**src/rtl/detector_nota_pkg.sv**
```systemverilog
// detector_nota_pkg
// Shared definitions for the tone decoder:
//   - note frequencies (Hz) of DO, RE, SOL, LA
//   - one-hot note codes, identical to the tone generator's selector encoding
//   - calc_n(): nominal half-period in clock cycles for a given note
//   - classifica(): maps a measured interval to a one-hot note code (0000 = none)
//   - estado_t: arming state of the interval measurement
package detector_nota_pkg;

    localparam int FREQ_DO  = 264;
    localparam int FREQ_RE  = 300;
    localparam int FREQ_SOL = 396;
    localparam int FREQ_LA  = 440;

    localparam logic [3:0] NOTA_NENHUMA = 4'b0000;
    localparam logic [3:0] NOTA_DO      = 4'b1000;
    localparam logic [3:0] NOTA_RE      = 4'b0010;
    localparam logic [3:0] NOTA_SOL     = 4'b0001;
    localparam logic [3:0] NOTA_LA      = 4'b0100;

    // ST_ESPERA: next edge only arms the counter; ST_ARMADO: next edge closes an interval.
    typedef enum logic {
        ST_ESPERA = 1'b0,
        ST_ARMADO = 1'b1
    } estado_t;

    // Pulse spacing of the generator is half the note period.
    function automatic int calc_n(input int clock_freq, input int freq);
        return (clock_freq / freq) / 2;
    endfunction

    function automatic logic dentro_tol(input int intervalo, input int n, input int tol_shift);
        int diff;
        diff = intervalo - n;
        if (diff < 0) diff = -diff;
        return diff <= (n >> tol_shift);
    endfunction

    // Tolerance windows never overlap for legal parameters, so the order of the tests is irrelevant.
    function automatic logic [3:0] classifica(input int intervalo, input int clock_freq,
                                              input int tol_shift);
        logic [3:0] c;
        c = NOTA_NENHUMA;
        if (dentro_tol(intervalo, calc_n(clock_freq, FREQ_DO),  tol_shift)) c = NOTA_DO;
        if (dentro_tol(intervalo, calc_n(clock_freq, FREQ_RE),  tol_shift)) c = NOTA_RE;
        if (dentro_tol(intervalo, calc_n(clock_freq, FREQ_SOL), tol_shift)) c = NOTA_SOL;
        if (dentro_tol(intervalo, calc_n(clock_freq, FREQ_LA),  tol_shift)) c = NOTA_LA;
        return c;
    endfunction

endpackage

```
**src/rtl/detector_nota_sincronizador_borda.sv**
```systemverilog
// sincronizador_borda
// Two-flop synchronizer for the asynchronous input followed by a registered
// rising-edge detector. Latency: borda is high for one cycle, two clocks after
// the edge that first samples entrada high into the first stage.
// Ports:
//   clock   in  system clock
//   limpa   in  synchronous clear (active high), empties the whole pipeline
//   entrada in  asynchronous input
//   borda   out one-cycle pulse per rising edge of entrada
module sincronizador_borda (
    input  logic clock,
    input  logic limpa,
    input  logic entrada,
    output logic borda
);

    logic s1_q, s1_d;
    logic s2_q, s2_d;
    logic s3_q, s3_d;
    logic borda_q, borda_d;

    always_comb begin
        s1_d    = entrada;
        s2_d    = s1_q;
        s3_d    = s2_q;
        borda_d = s2_q & ~s3_q;
    end

    always_ff @(posedge clock) begin
        if (limpa) begin
            s1_q    <= 1'b0;
            s2_q    <= 1'b0;
            s3_q    <= 1'b0;
            borda_q <= 1'b0;
        end else begin
            s1_q    <= s1_d;
            s2_q    <= s2_d;
            s3_q    <= s3_d;
            borda_q <= borda_d;
        end
    end

    assign borda = borda_q;

endmodule

```
**src/rtl/detector_nota.sv**
```systemverilog
// detector_nota
// Tone decoder: measures the spacing between pulses of the note pulse train and
// reports which note (DO, RE, SOL, LA) is present once CONFIRMA consecutive
// intervals agree. Optional feature macro: DETECTOR_NOTA_TIMEOUT_EN (clears the
// note when no edge arrives for 2*N_DO cycles).
// Ports:
//   clock    in  system clock
//   reset    in  synchronous active-high reset
//   habilita in  enable; low behaves like reset
//   entrada  in  asynchronous pulse/square input
//   nota     out one-hot note (1000 DO, 0010 RE, 0001 SOL, 0100 LA, 0000 none)
//   valida   out high while nota is non-zero
//   nova     out one-cycle pulse when nota changes
//   periodo  out last measured interval in cycles
module detector_nota
    import detector_nota_pkg::*;
#(
    parameter  int CLOCK_FREQ = 50_000_000,
    parameter  int TOL_SHIFT  = 5,
    parameter  int CONFIRMA   = 4,
    localparam int W          = $clog2(2 * calc_n(CLOCK_FREQ, FREQ_DO) + 1)
) (
    input  logic         clock,
    input  logic         reset,
    input  logic         habilita,
    input  logic         entrada,
    output logic [3:0]   nota,
    output logic         valida,
    output logic         nova,
    output logic [W-1:0] periodo
);

    localparam int             CW      = $clog2(CONFIRMA + 1);
    localparam logic [W-1:0]   CNT_MAX = W'(2 * calc_n(CLOCK_FREQ, FREQ_DO));
    localparam logic [CW-1:0]  CONF_L  = CW'(CONFIRMA);

    logic limpa;
    logic borda;

    assign limpa = reset || !habilita;

    sincronizador_borda u_sinc (
        .clock   (clock),
        .limpa   (limpa),
        .entrada (entrada),
        .borda   (borda)
    );

    estado_t         estado_q, estado_d;
    logic [W-1:0]    cnt_q, cnt_d;
    logic [W-1:0]    periodo_q, periodo_d;
    logic [3:0]      classe_q, classe_d;
    logic            int_valid_q, int_valid_d;
    logic [3:0]      cand_q, cand_d;
    logic [CW-1:0]   conta_q, conta_d;
    logic [3:0]      nota_q, nota_d;
    logic            valida_q, valida_d;
    logic            nova_q, nova_d;

    always_comb begin
        estado_d    = estado_q;
        periodo_d   = periodo_q;
        classe_d    = classe_q;
        int_valid_d = 1'b0;
        cand_d      = cand_q;
        conta_d     = conta_q;
        nota_d      = nota_q;
        nova_d      = 1'b0;

        // Interval counter: value seen at an edge equals cycles since the previous edge.
        if (borda) begin
            cnt_d = W'(1);
        end else if (cnt_q != CNT_MAX) begin
            cnt_d = cnt_q + 1'b1;
        end else begin
            cnt_d = cnt_q;
        end

        // Confirmation stage: consumes the interval classified on the previous cycle.
        if (int_valid_q) begin
            if (classe_q == cand_q) begin
                if (conta_q != CONF_L) conta_d = conta_q + 1'b1;
            end else begin
                cand_d  = classe_q;
                conta_d = CW'(1);
            end
            if (conta_d == CONF_L && cand_d != nota_q) begin
                nota_d = cand_d;
                nova_d = 1'b1;
            end
        end

        // Capture stage; an edge on the saturation cycle takes priority over the timeout.
        if (borda) begin
            if (estado_q == ST_ARMADO) begin
                periodo_d   = cnt_q;
                classe_d    = classifica(int'(cnt_q), CLOCK_FREQ, TOL_SHIFT);
                int_valid_d = 1'b1;
            end
            estado_d = ST_ARMADO;
        end
`ifdef DETECTOR_NOTA_TIMEOUT_EN
        else if (estado_q == ST_ARMADO && cnt_q == CNT_MAX) begin
            estado_d = ST_ESPERA;
            cand_d   = NOTA_NENHUMA;
            conta_d  = '0;
            nota_d   = NOTA_NENHUMA;
            nova_d   = (nota_q != NOTA_NENHUMA);
        end
`endif

        valida_d = (nota_d != NOTA_NENHUMA);
    end

    always_ff @(posedge clock) begin
        if (limpa) begin
            estado_q    <= ST_ESPERA;
            cnt_q       <= '0;
            periodo_q   <= '0;
            classe_q    <= NOTA_NENHUMA;
            int_valid_q <= 1'b0;
            cand_q      <= NOTA_NENHUMA;
            conta_q     <= '0;
            nota_q      <= NOTA_NENHUMA;
            valida_q    <= 1'b0;
            nova_q      <= 1'b0;
        end else begin
            estado_q    <= estado_d;
            cnt_q       <= cnt_d;
            periodo_q   <= periodo_d;
            classe_q    <= classe_d;
            int_valid_q <= int_valid_d;
            cand_q      <= cand_d;
            conta_q     <= conta_d;
            nota_q      <= nota_d;
            valida_q    <= valida_d;
            nova_q      <= nova_d;
        end
    end

    assign nota    = nota_q;
    assign valida  = valida_q;
    assign nova    = nova_q;
    assign periodo = periodo_q;

endmodule

```
**config.mk**
```make
export PLATFORM = sky130hd
export DESIGN_NAME = detector_nota
export DESIGN_NICKNAME = d
export VERILOG_FILES = /design/src/rtl/detector_nota_pkg.sv /design/src/rtl/detector_nota_sincronizador_borda.sv /design/src/rtl/detector_nota.sv
export SDC_FILE = /design/constraint.sdc
export NUM_CORES = 1
export LEC_CHECK = 0
export BUFFER_PORTS_ARGS = -buffer_cell sky130_fd_sc_hd__buf_2
export CORE_UTILIZATION = 63
export DETAILED_ROUTE_END_ITERATION = 12
export PLACE_DENSITY = 0.9
export SKIP_CTS_REPAIR_TIMING = 1
export SLEW_MARGIN = 20
export SYNTH_ARGS = -nofsm -noshare
export SYNTH_HDL_FRONTEND = slang
export SYNTH_SLANG_ARGS = --single-unit
```
**constraint.sdc**
```tcl
create_clock -name clock -period 3.8 [get_ports clock]
set_input_delay 0.19 -clock clock [delete_from_list [all_inputs] [get_ports clock]]
set_output_delay 0.19 -clock clock [all_outputs]
set_load 0.05 [all_outputs]
```
==> results.tsv <==
stage	metric	value	unit
power_and_ir_drop	leakage	2.241	nW
synth	syn_avg_cell_area	7.169	µm²
synth	synthFlopType	dfxtp_1	
place	dp_cells	927	
power_and_ir_drop	seqPwrFrac	0.462	
place	dpl-instance-area	0.006095	mm²
power_and_ir_drop	p_sw	0.3370	mW
sta	whs	0.04840	ns
sta	hold_violations	0	
setup_path	crit_slowest_cell	a2111oi_0	
synth	ys_ff_latch	59	
synth	yosysWarnings	0	
global_routing	grt_overflow	0	
setup_path	worstPathArrival	3.80	ns
min_path	hold_path_class	input pin to flip-flop	
finish	antenna-diode-count	0	
routing	wl_met2	8.217	mm
sta	setup_violations	0	
floorplanning	rows	34	
synth	syn_nets	846	
power_and_ir_drop	peakVddDrop	0.0002019	V
finish	fin_cells	943	
routing	first_pass_iters	8	
sta	fin_ws	0.2987	ns
synth	yosysSeqAreaShare	0.1997	
finish	final_area	0.006319	mm²
setup_path	worstSetupPathType	flip-flop to flip-flop	
sta	max_freq	285.6	MHz
synth	synth_top_area_frac	0.1997	
floorplanning	die-area	0.009779	mm²
routing	wl_met3	1.713	mm
sta	skew	0.01470	ns
cts	cts-htree-levels	3	
cts	clk_path_buf_depth	2	
place	dp_hpwl	12.80	mm
finish	fin_util	0.7107	
power_and_ir_drop	p_clk_frac	0.502	
setup_path	crit_required	4.10	ns
synth	async_flop_share	0	
global_routing	grt.total_usage	0.3708	
cts	insertion_delay	0.35	ns
synth	synth.largest_area_cell	dfxtp_1	
place	portBuffers	27	
place	post-place-ws	0.4669	ns
power_and_ir_drop	swShare	0.2506	
routing	vias	6391	
sta	finalCritPeriodShare	0.9214	
floorplanning	initial_core_util	0.6652	
global_routing	grt_pass1_wl	29.05	mm
finish	layout.nets	851	
sta	tns	0	ns
power_and_ir_drop	p_comb_frac	0.036	
cts	cts_tree	yes	
setup_path	critPathTopFamily	compound AO/OA/AOI/OAI gates	
global_routing	grt_max_degree	29	
sta	slew_violations	0	
setup_path	cp-start-kind	flip-flop	
setup_path	crit_path_end_kind	flip-flop	
synth	synth_cells	825	
cts	cts_buffers	9	
floorplanning	fp.dieH	98.89	µm
cts	cts.sinks	59	
synth	synth_area_leaders	dfxtp_1 20%, xnor2_1 7.4%, nand2_1 7.0%	
job	drv_cap	0	
sta	max_slew_margin	0.2617	
synth	synth_edf_count	0	
sta	tightest_slew	1.098	ns
routing	wl_per_cell	18.59	µm
routing	ant_nets	0	
place	gp_congestion	1.038	
setup_path	cp_max_fo	8	
routing	top_layer	met4	
run_status	status	finished, final reports clean	
power_and_ir_drop	internal-power	1.008	mW
sta	period_needed	3.501	ns
synth	syn-cell-area	0.005914	mm²
synth	ys_types	88	
finish	synthToLayoutAreaGrowth	6.833	%
setup_path	cp_cell_sequence	clkinv_1, ha_1, nand3b_1, nor2_1, o21ai_0, xnor2_1, nor3b_1, nor2_1, o21ai_0, o2111ai_1, a2111oi_0, buf_4, a22o_1	
synth	synthTopCellsByCount	110 x nand2_1, 72 x nor2_1, 63 x a21oi_1	
global_routing	antenna_found_initial	0	
cts	clkSlewWorstSetupHoldPaths	0.08	ns
setup_path	cp_slowest_stage_delay	0.59	ns
cts	root_buffer	clkbuf_8	
routing	drt-total-wl	17.53	mm
routing	vias_per_cell	6.777	
power_and_ir_drop	p_per_area	212.8	mW/mm²
sta	rsz0062_at_grt	false	
routing	drt-initial-drc-count	828	
global_routing	grt_pass1_vias	5995	
routing	met1Wirelength	6.869	mm
routing	drc	0	
power_and_ir_drop	finalPower	1.345	mW
floorplanning	die_x	98.89	µm
floorplanning	io_pins	28	
finish	final_layout_size_suffix_gt1_frac	0.1210	
floorplanning	coreArea	0.008891	mm²
setup_path	cp_num_buf_inv	2	
synth	yosysMostFrequentCell	nand2_1	
[power by group through the flow]
stage          Clock, mW  Combinational [mW]  Sequential (mW)
2_1_floorplan          0              0.0319            0.635
3_3_place_gp           0              0.0438            0.636
3_5_place_dp           0              0.0459            0.636
4_1_cts            0.672              0.0462            0.621
5_1_grt            0.698              0.0515            0.621
6_report           0.676              0.0477            0.621
[kinds of logic after synthesis]
group | Yosys count | synth area share
adders and majority gates | 17 | 0.03596
xor gates and xnor gates | 87 | 0.1314
buffers and inverters | 74 | 0.05712
and+or+nand+nor | 359 | 0.3063
muxes | 19 | 0.03279
DFF | 59 | 0.1997
AOI/OAI and AO/OA | 210 | 0.2367
[cells in the final DEF, fill, tap and decap left out, drive strengths merged, types with 4 or more instances in the layout]
cell / synthesis / layout
nand3b: 9 / 9
inv: 14 / 15
o211ai: 11 / 11
or4: 5 / 5
a21boi: 4 / 4
buf: 28 / 52
and2: 20 / 20
clkinv: 2 / 6
mux2i: 16 / 16
o32ai: 4 / 4
nor3: 32 / 32
ha: 17 / 17
and3: 4 / 4
nand2b: 9 / 9
a22oi: 5 / 5
dfxtp: 59 / 59
nor2b: 9 / 9
o31ai: 4 / 4
nor4: 13 / 13
a221oi: 5 / 5
a21o: 4 / 4
o21ai: 51 / 51
clkbuf: 30 / 9
a21oi: 67 / 67
xnor2: 51 / 51
nor2: 74 / 74
nand4: 15 / 15
or3: 9 / 9
xor2: 36 / 36
nand3: 35 / 35
a31oi: 12 / 12
nand2: 110 / 110
a211oi: 8 / 8
[path summary, 6_finish.rpt]
check	from	to	slack [ns]	depth (start not counted)
max	cnt_q[4]	classe_q[3]	0.30	13
min	entrada	u_sinc.s1_q	0.05	2
max reg2reg	cnt_q[4]	classe_q[3]	0.30	13
min reg2reg	u_sinc.s3_q	u_sinc.borda	0.39	1
[flip-flops by register name, summed over array words and instances, names as in the netlist, 3 cells and up]
signal and cells:
periodo 18, cand_q 4, cnt_q 18, classe_q 4
nota 4, conta_q 3
[metal layers]
| layer | global-route usage | vias up |
|---|---|---|
| li1 | - | 2978 |
| met1 | 0.4599 | 2932 |
| met2 | 0.6197 | 397 |
| met3 | 0.06596 | 84 |
| met4 | 0.1814 | 0 |
| met5 | 0 | - |
[layout make-up]
cell class / instances / area, µm²
Sequential cell: 59 / 1181
Timing Repair Buffer: 52 / 322.8
Clock buffer: 9 / 123.9
Tap cell: 108 / 135.1
Inverter: 16 / 60.06
Clock inverter: 7 / 100.1
Multi-Input combinational cell: 692 / 4395
Fill cell: 690 / 2572
(Power assumes the default switching activity.)
